<file path="src/rtl/resp_misr_compactor_pkg.sv">
// Shared types and constants for the response MISR compactor.
package resp_cmp_pkg;

    localparam int RESP_W = 8;
    localparam int SIG_W  = 32;
    localparam int CNT_W  = 16;

    localparam logic [SIG_W-1:0] POLY = 32'h04C1_1DB7;

    typedef enum logic [1:0] {
        IDLE = 2'd0,
        RUN  = 2'd1,
        DONE = 2'd2
    } state_e;

    // One MISR step: shift left, fold the MSB back through the polynomial,
    // then XOR the response into the low bits.
    function automatic logic [SIG_W-1:0] misr_next(input logic [SIG_W-1:0]  sig,
                                                   input logic [RESP_W-1:0] data,
                                                   input logic [SIG_W-1:0]  poly);
        misr_next = {sig[SIG_W-2:0], 1'b0}
                  ^ (sig[SIG_W-1] ? poly : '0)
                  ^ {{(SIG_W-RESP_W){1'b0}}, data};
    endfunction

endpackage

</file>
<file path="src/rtl/resp_misr_compactor_misr_reg.sv">
// Signature register: seed load has priority over an MISR step.
module misr_reg
    import resp_cmp_pkg::*;
#(
    parameter logic [SIG_W-1:0] POLY = resp_cmp_pkg::POLY
) (
    input  logic              clk,
    input  logic              rst_n,
    input  logic              load,
    input  logic [SIG_W-1:0]  seed,
    input  logic              step,
    input  logic [RESP_W-1:0] data,
    output logic [SIG_W-1:0]  sig
);

    // Signature state: cleared on reset, seeded on load, compacted on step.
    always_ff @(posedge clk or negedge rst_n) begin
        if (!rst_n) begin
            sig <= '0;
        end else if (load) begin
            sig <= seed;
        end else if (step) begin
            sig <= misr_next(sig, data, POLY);
        end
    end

endmodule

</file>
<file path="src/rtl/resp_misr_compactor.sv">
// Response MISR compactor: counts a programmed number of accepted responses
// into a signature and compares it to a golden value at the end of the run.
// Optional first-mismatch tracking is enabled with RESP_FIRST_FAIL_EN.
//
// Handshake: a response transfers on a rising edge where resp_valid and
// resp_ready are both 1; resp_ready is 1 only in RUN and does not depend on
// resp_valid; the source holds resp_data (and exp_data) stable until transfer.
module resp_misr_compactor
    import resp_cmp_pkg::*;
#(
    parameter logic [SIG_W-1:0] POLY = resp_cmp_pkg::POLY
) (
    input  logic              clk,
    input  logic              rst_n,
    input  logic              start,
    input  logic [CNT_W-1:0]  cfg_num_pat,
    input  logic [SIG_W-1:0]  cfg_seed,
    input  logic [SIG_W-1:0]  cfg_golden,
    input  logic              resp_valid,
    output logic              resp_ready,
    input  logic [RESP_W-1:0] resp_data,
    output logic              busy,
    output logic              done,
    output logic              pass,
    output logic [SIG_W-1:0]  signature,
    output logic [CNT_W-1:0]  pat_cnt
`ifdef RESP_FIRST_FAIL_EN
   ,input  logic [RESP_W-1:0] exp_data,
    output logic              fail_seen,
    output logic [CNT_W-1:0]  fail_idx
`endif
);

    state_e             state;
    state_e             state_d;
    logic               load;
    logic               accept;
    logic [CNT_W-1:0]   num_q;
    logic [SIG_W-1:0]   golden_q;
    logic [CNT_W-1:0]   cnt_inc;
    logic               fail_flag;

    assign cnt_inc = pat_cnt + 1'b1;

    // State register.
    always_ff @(posedge clk or negedge rst_n) begin
        if (!rst_n) begin
            state <= IDLE;
        end else begin
            state <= state_d;
        end
    end

    // Next-state, run load and response accept decode.
    always_comb begin
        state_d = state;
        load    = 1'b0;
        accept  = 1'b0;
        case (state)
            IDLE, DONE: begin
                if (start) begin
                    load    = 1'b1;
                    state_d = (cfg_num_pat == '0) ? DONE : RUN;
                end
            end
            RUN: begin
                if (resp_valid) begin
                    accept = 1'b1;
                    if (cnt_inc == num_q) begin
                        state_d = DONE;
                    end
                end
            end
            default: state_d = IDLE;
        endcase
    end

    // Pattern counter and per-run configuration latches.
    always_ff @(posedge clk or negedge rst_n) begin
        if (!rst_n) begin
            pat_cnt  <= '0;
            num_q    <= '0;
            golden_q <= '0;
        end else if (load) begin
            pat_cnt  <= '0;
            num_q    <= cfg_num_pat;
            golden_q <= cfg_golden;
        end else if (accept) begin
            pat_cnt  <= cnt_inc;
        end
    end

    misr_reg #(
        .POLY (POLY)
    ) u_misr (
        .clk   (clk),
        .rst_n (rst_n),
        .load  (load),
        .seed  (cfg_seed),
        .step  (accept),
        .data  (resp_data),
        .sig   (signature)
    );

`ifdef RESP_FIRST_FAIL_EN
    // First mismatch in a run is captured; later ones are ignored.
    always_ff @(posedge clk or negedge rst_n) begin
        if (!rst_n) begin
            fail_seen <= 1'b0;
            fail_idx  <= '0;
        end else if (load) begin
            fail_seen <= 1'b0;
            fail_idx  <= '0;
        end else if (accept && !fail_seen && (resp_data != exp_data)) begin
            fail_seen <= 1'b1;
            fail_idx  <= pat_cnt;
        end
    end

    assign fail_flag = fail_seen;
`else
    assign fail_flag = 1'b0;
`endif

    assign resp_ready = (state == RUN);
    assign busy       = (state == RUN);
    assign done       = (state == DONE);
    // The signature is frozen in DONE, so a live compare is the final result.
    assign pass       = done && (signature == golden_q) && !fail_flag;

endmodule

</file>
<file path="config.mk">
export PLATFORM = sky130hd
export DESIGN_NAME = resp_misr_compactor
export DESIGN_NICKNAME = d
export VERILOG_FILES = /design/src/rtl/resp_misr_compactor_pkg.sv /design/src/rtl/resp_misr_compactor_misr_reg.sv /design/src/rtl/resp_misr_compactor.sv
export SDC_FILE = /design/constraint.sdc
export NUM_CORES = 1
export LEC_CHECK = 0
export CORE_MARGIN = 2
export CORE_UTILIZATION = 53
export DETAILED_ROUTE_END_ITERATION = 16
export PLACE_DENSITY = 0.89
export SLEW_MARGIN = 0
export SYNTH_ARGS = -nofsm -noshare
export SYNTH_HDL_FRONTEND = slang
export SYNTH_HIERARCHICAL = 1
export SYNTH_SLANG_ARGS = --single-unit
</file>
<file path="constraint.sdc">
create_clock -name clk -period 4.4 [get_ports clk]
set_input_delay 0.44 -clock clk [delete_from_list [all_inputs] [get_ports clk]]
set_output_delay 0.44 -clock clk [all_outputs]
set_load 0.02 [all_outputs]
</file>
==> results.py <==
metrics = {
    "clock_tree": {
        "cts_buffer_depth": 2,
        "cts_root_buf": "clkbuf_8",
        "cts-htree-levels": 3,
        "postCtsSetupRepairBufs": 0,
        "cts_resized": 0,
        "numCtsBuffers": 9,
        "clock_sinks": 98,
        "cts_hold_buf": 0,
        "clkSlewWorstSetupHoldPaths_ns": 0.09,
        "clk_latency_ns": 0.37,
        "cts_tree": "done",
    },
    "layout": {
        "nFillCells": 731,
        "fin_nets": 813,
        "area_growth_pct": 30.08,
        "post-route-util": 0.7113,
        "drive_above_1_share": 0.04834,
        "final_area_um2": 6953,
        "diodes": 0,
    },
    "power_and_ir_drop": {
        "powerDensity_nw_per_um2": 548.3,
        "vdd_ir_drop_max_mv": 0.4369,
        "leakagePower_nw": 2.970,
    },
    "timing": {
        "drv_slew": 0,
        "setup_viol": 0,
        "worst_pin_slew_ns": 0.9576,
        "period_share": 0.7840,
        "hold_viol": 0,
        "slew_headroom": 0.3592,
        "fin_skew_ns": 0.008126,
        "fin_crit_ns": 3.450,
        "fin_hold_ws_ns": 0.1101,
        "setup_tns_ns": 0,
        "setup_ws_ns": 0.9504,
        "rsz0062_at_grt": "no",
        "max_freq_ghz": 0.2899,
    },
    "floorplan": {
        "fp.dieW_um": 104.4,
        "dieArea_um2": 10900,
        "core_um2": 9774,
        "die_y_um": 104.4,
        "num_rows": 36,
        "initial_utilization": 0.5469,
        "ios": 144,
    },
    "synthesis": {
        "synth-edff-count": 0,
        "synthesis.area_um2": 5345,
        "async_flop_share": 1.000,
        "yosys.area.top_type": "dfrtp_1",
        "synthFlopType": "dfrtp_1",
        "synth_cell_types": 51,
        "yosys_warnings": 6,
        "syn_area_per_cell_um2": 8.953,
        "synth_seq_area_share": 0.4588,
        "yosys_register_bits": 98,
        "synth_top_area_frac": 0.4588,
        "syn_nets": 690,
        "synth_cells": 597,
        "synth_area_leaders": "dfrtp_1 (46%), nand2_1 (14%), xnor2_1 (7.0%)",
    },
    "place": {
        "place_area_um2": 6782,
        "gp_congestion": 0.8890,
        "hpwl_mm": 10.61,
        "dp_slack_ns": 1.464,
        "port_buffers": 143,
    },
    "setup_path": {
        "r2r_cells": 7,
        "cp.arrival_ns": 3.01,
        "startpoint_type": "flip-flop",
        "cp_data_required_time_ns": 3.96,
        "cp_max_fo": 14,
        "critPathCaptureType": "output port",
        "worstSetupPathType": "flip-flop to output port",
    },
    "global_routing": {
        "grt-ovfl-total": 0,
        "grt_pass1_wl_mm": 24.32,
        "grt_pass1_vias": 4941,
        "grt_max_degree": 72,
        "grtUsageTotal": 0.2786,
        "antenna_found_initial": 0,
    },
    "route": {
        "drt_iter0_drc": 255,
        "antenna_left": 0,
        "remaining_drc_errors": 0,
        "vias": 4758,
        "vias_per_cell": 5.552,
        "avgRoutedWirePerCell_um": 17.32,
        "dr.pass1.iters": 5,
        "wl_mm": 14.85,
    },
    "flow_run": {
        "maxCapViolations": 0,
    },
    "outcome": {
        "status": "complete, no violations",
    },
    "min_path": {
        "hold_class": "input port to async pin",
    },
}
==> final timing paths <==
kind | start | to | slack [ns]
min reg2reg | golden_q[12] | golden_q[12] | 0.50
max in group asynchronous | rst_n | u_misr/sig[5] | 3.28
max | u_misr/sig[31] | pass | 0.95
max reg2reg | state[0] | u_misr/sig[7] | 1.53
min in group clk | golden_q[12] | golden_q[12] | 0.50
min | rst_n | num_q[2] | 0.11
==> synthesized netlist by cell type (2+ instances only) <==
library cell	number
a21oi_1	8
a31oi_1	2
and3_1	2
and3b_1	2
buf_1	3
buf_2	6
buf_4	4
buf_6	5
clkbuf_1	17
dfrtp_1	98
inv_1	3
mux2i_1	33
nand2_1	196
nand2b_1	3
nand3_1	5
nand3_2	2
nand4_1	15
nor2_1	17
nor2b_1	4
nor3_2	2
nor3b_1	5
nor4_1	9
nor4_2	2
nor4b_1	2
o2111ai_1	2
o21ai_0	50
o21ai_1	9
o41ai_1	3
or3_1	2
xnor2_1	43
xor2_1	23
==> per-stage QoR <==
stage	cells	total power, mW
floorplan	597	2.544
CTS	857	3.812
finish	857	3.812
global route	857	4.032
global placement	842	3.199
detailed placement	842	3.256
==> sequential cells by signal (all words and copies together), names as in the netlist <==
register,cells
golden_q,32
u_misr/sig,32
num_q,16
pat_cnt,16
state,2
==> layout make-up <==
class / count / area, µm² / area share
clock buffer: 13 / 158.9 / 0.02285
clock inverter: 2 / 12.51 / 0.001800
inverter: 4 / 15.01 / 0.002159
multi-input combinational: 460 / 2689 / 0.3867
sequential: 98 / 2452 / 0.3527
tap: 133 / 166.4 / 0.02393
timing repair buffer: 147 / 1459 / 0.2098
==> cell families after synthesis <==
kind of cell,after synthesis,share of synthesized area
buffers and inverters,39,0.03862
adder cells (fa/ha/maj),1,0.002340
flip-flops,98,0.4588
AO/OA/AOI/OAI,83,0.08849
AND/OR/NAND/NOR,277,0.2418
XOR/XNOR,66,0.1081
multiplexers,33,0.06180
==> critical path, stage by stage (launching register included) <==
cell and delay (ns):
dfrtp_1 0.79, xnor2_1 0.20, nand4_1 0.11, nor4_1 0.27, nand4_1 0.14, nor4_1 0.44, clkdlybuf4s50_1 0.69
==> layout by cell type (no fill, tap or decap), types with 2 or more instances in the layout <==
master             n
o41ai_1            3
inv_2              2
nand4_1           15
nand3_2            2
mux2i_1           33
nand3_1            5
nor3_2             2
o21ai_0           50
nor4_2             2
buf_4              5
nand2b_1           2
or3_1              2
o21ai_1            9
and3_1             2
nor4_1             9
dfrtp_1           98
nand2_1          196
clkdlybuf4s50_1  142
a31oi_1            2
xor2_1            23
o2111ai_1          2
and3b_1            2
a21oi_1            8
nor2_1            17
nor2b_1            4
inv_1              2
xnor2_1           43
clkbuf_1           2
nor3b_1            5
nor4b_1            2
clkbuf_8          11
==> metal layers <==
| metal | wire (µm) | vias up | track usage |
|---|---|---|---|
| met5 | 0 | - | 0 |
| met1 | 6187 | 2289 | 0.3493 |
| met3 | 954 | 34 | 0.05514 |
| met4 | 386 | 0 | 0.1014 |
| li1 | - | 2250 | - |
| met2 | 7318 | 185 | 0.4776 |
==> power by group <==
| group | internal, mW | switching (mW) |
|---|---|---|
| sequential | 1.22 | 0.405 |
| combinational | 0.829 | 0.818 |
| clock | 0.234 | 0.309 |
No activity file was read; power rests on OpenSTA's default activity.
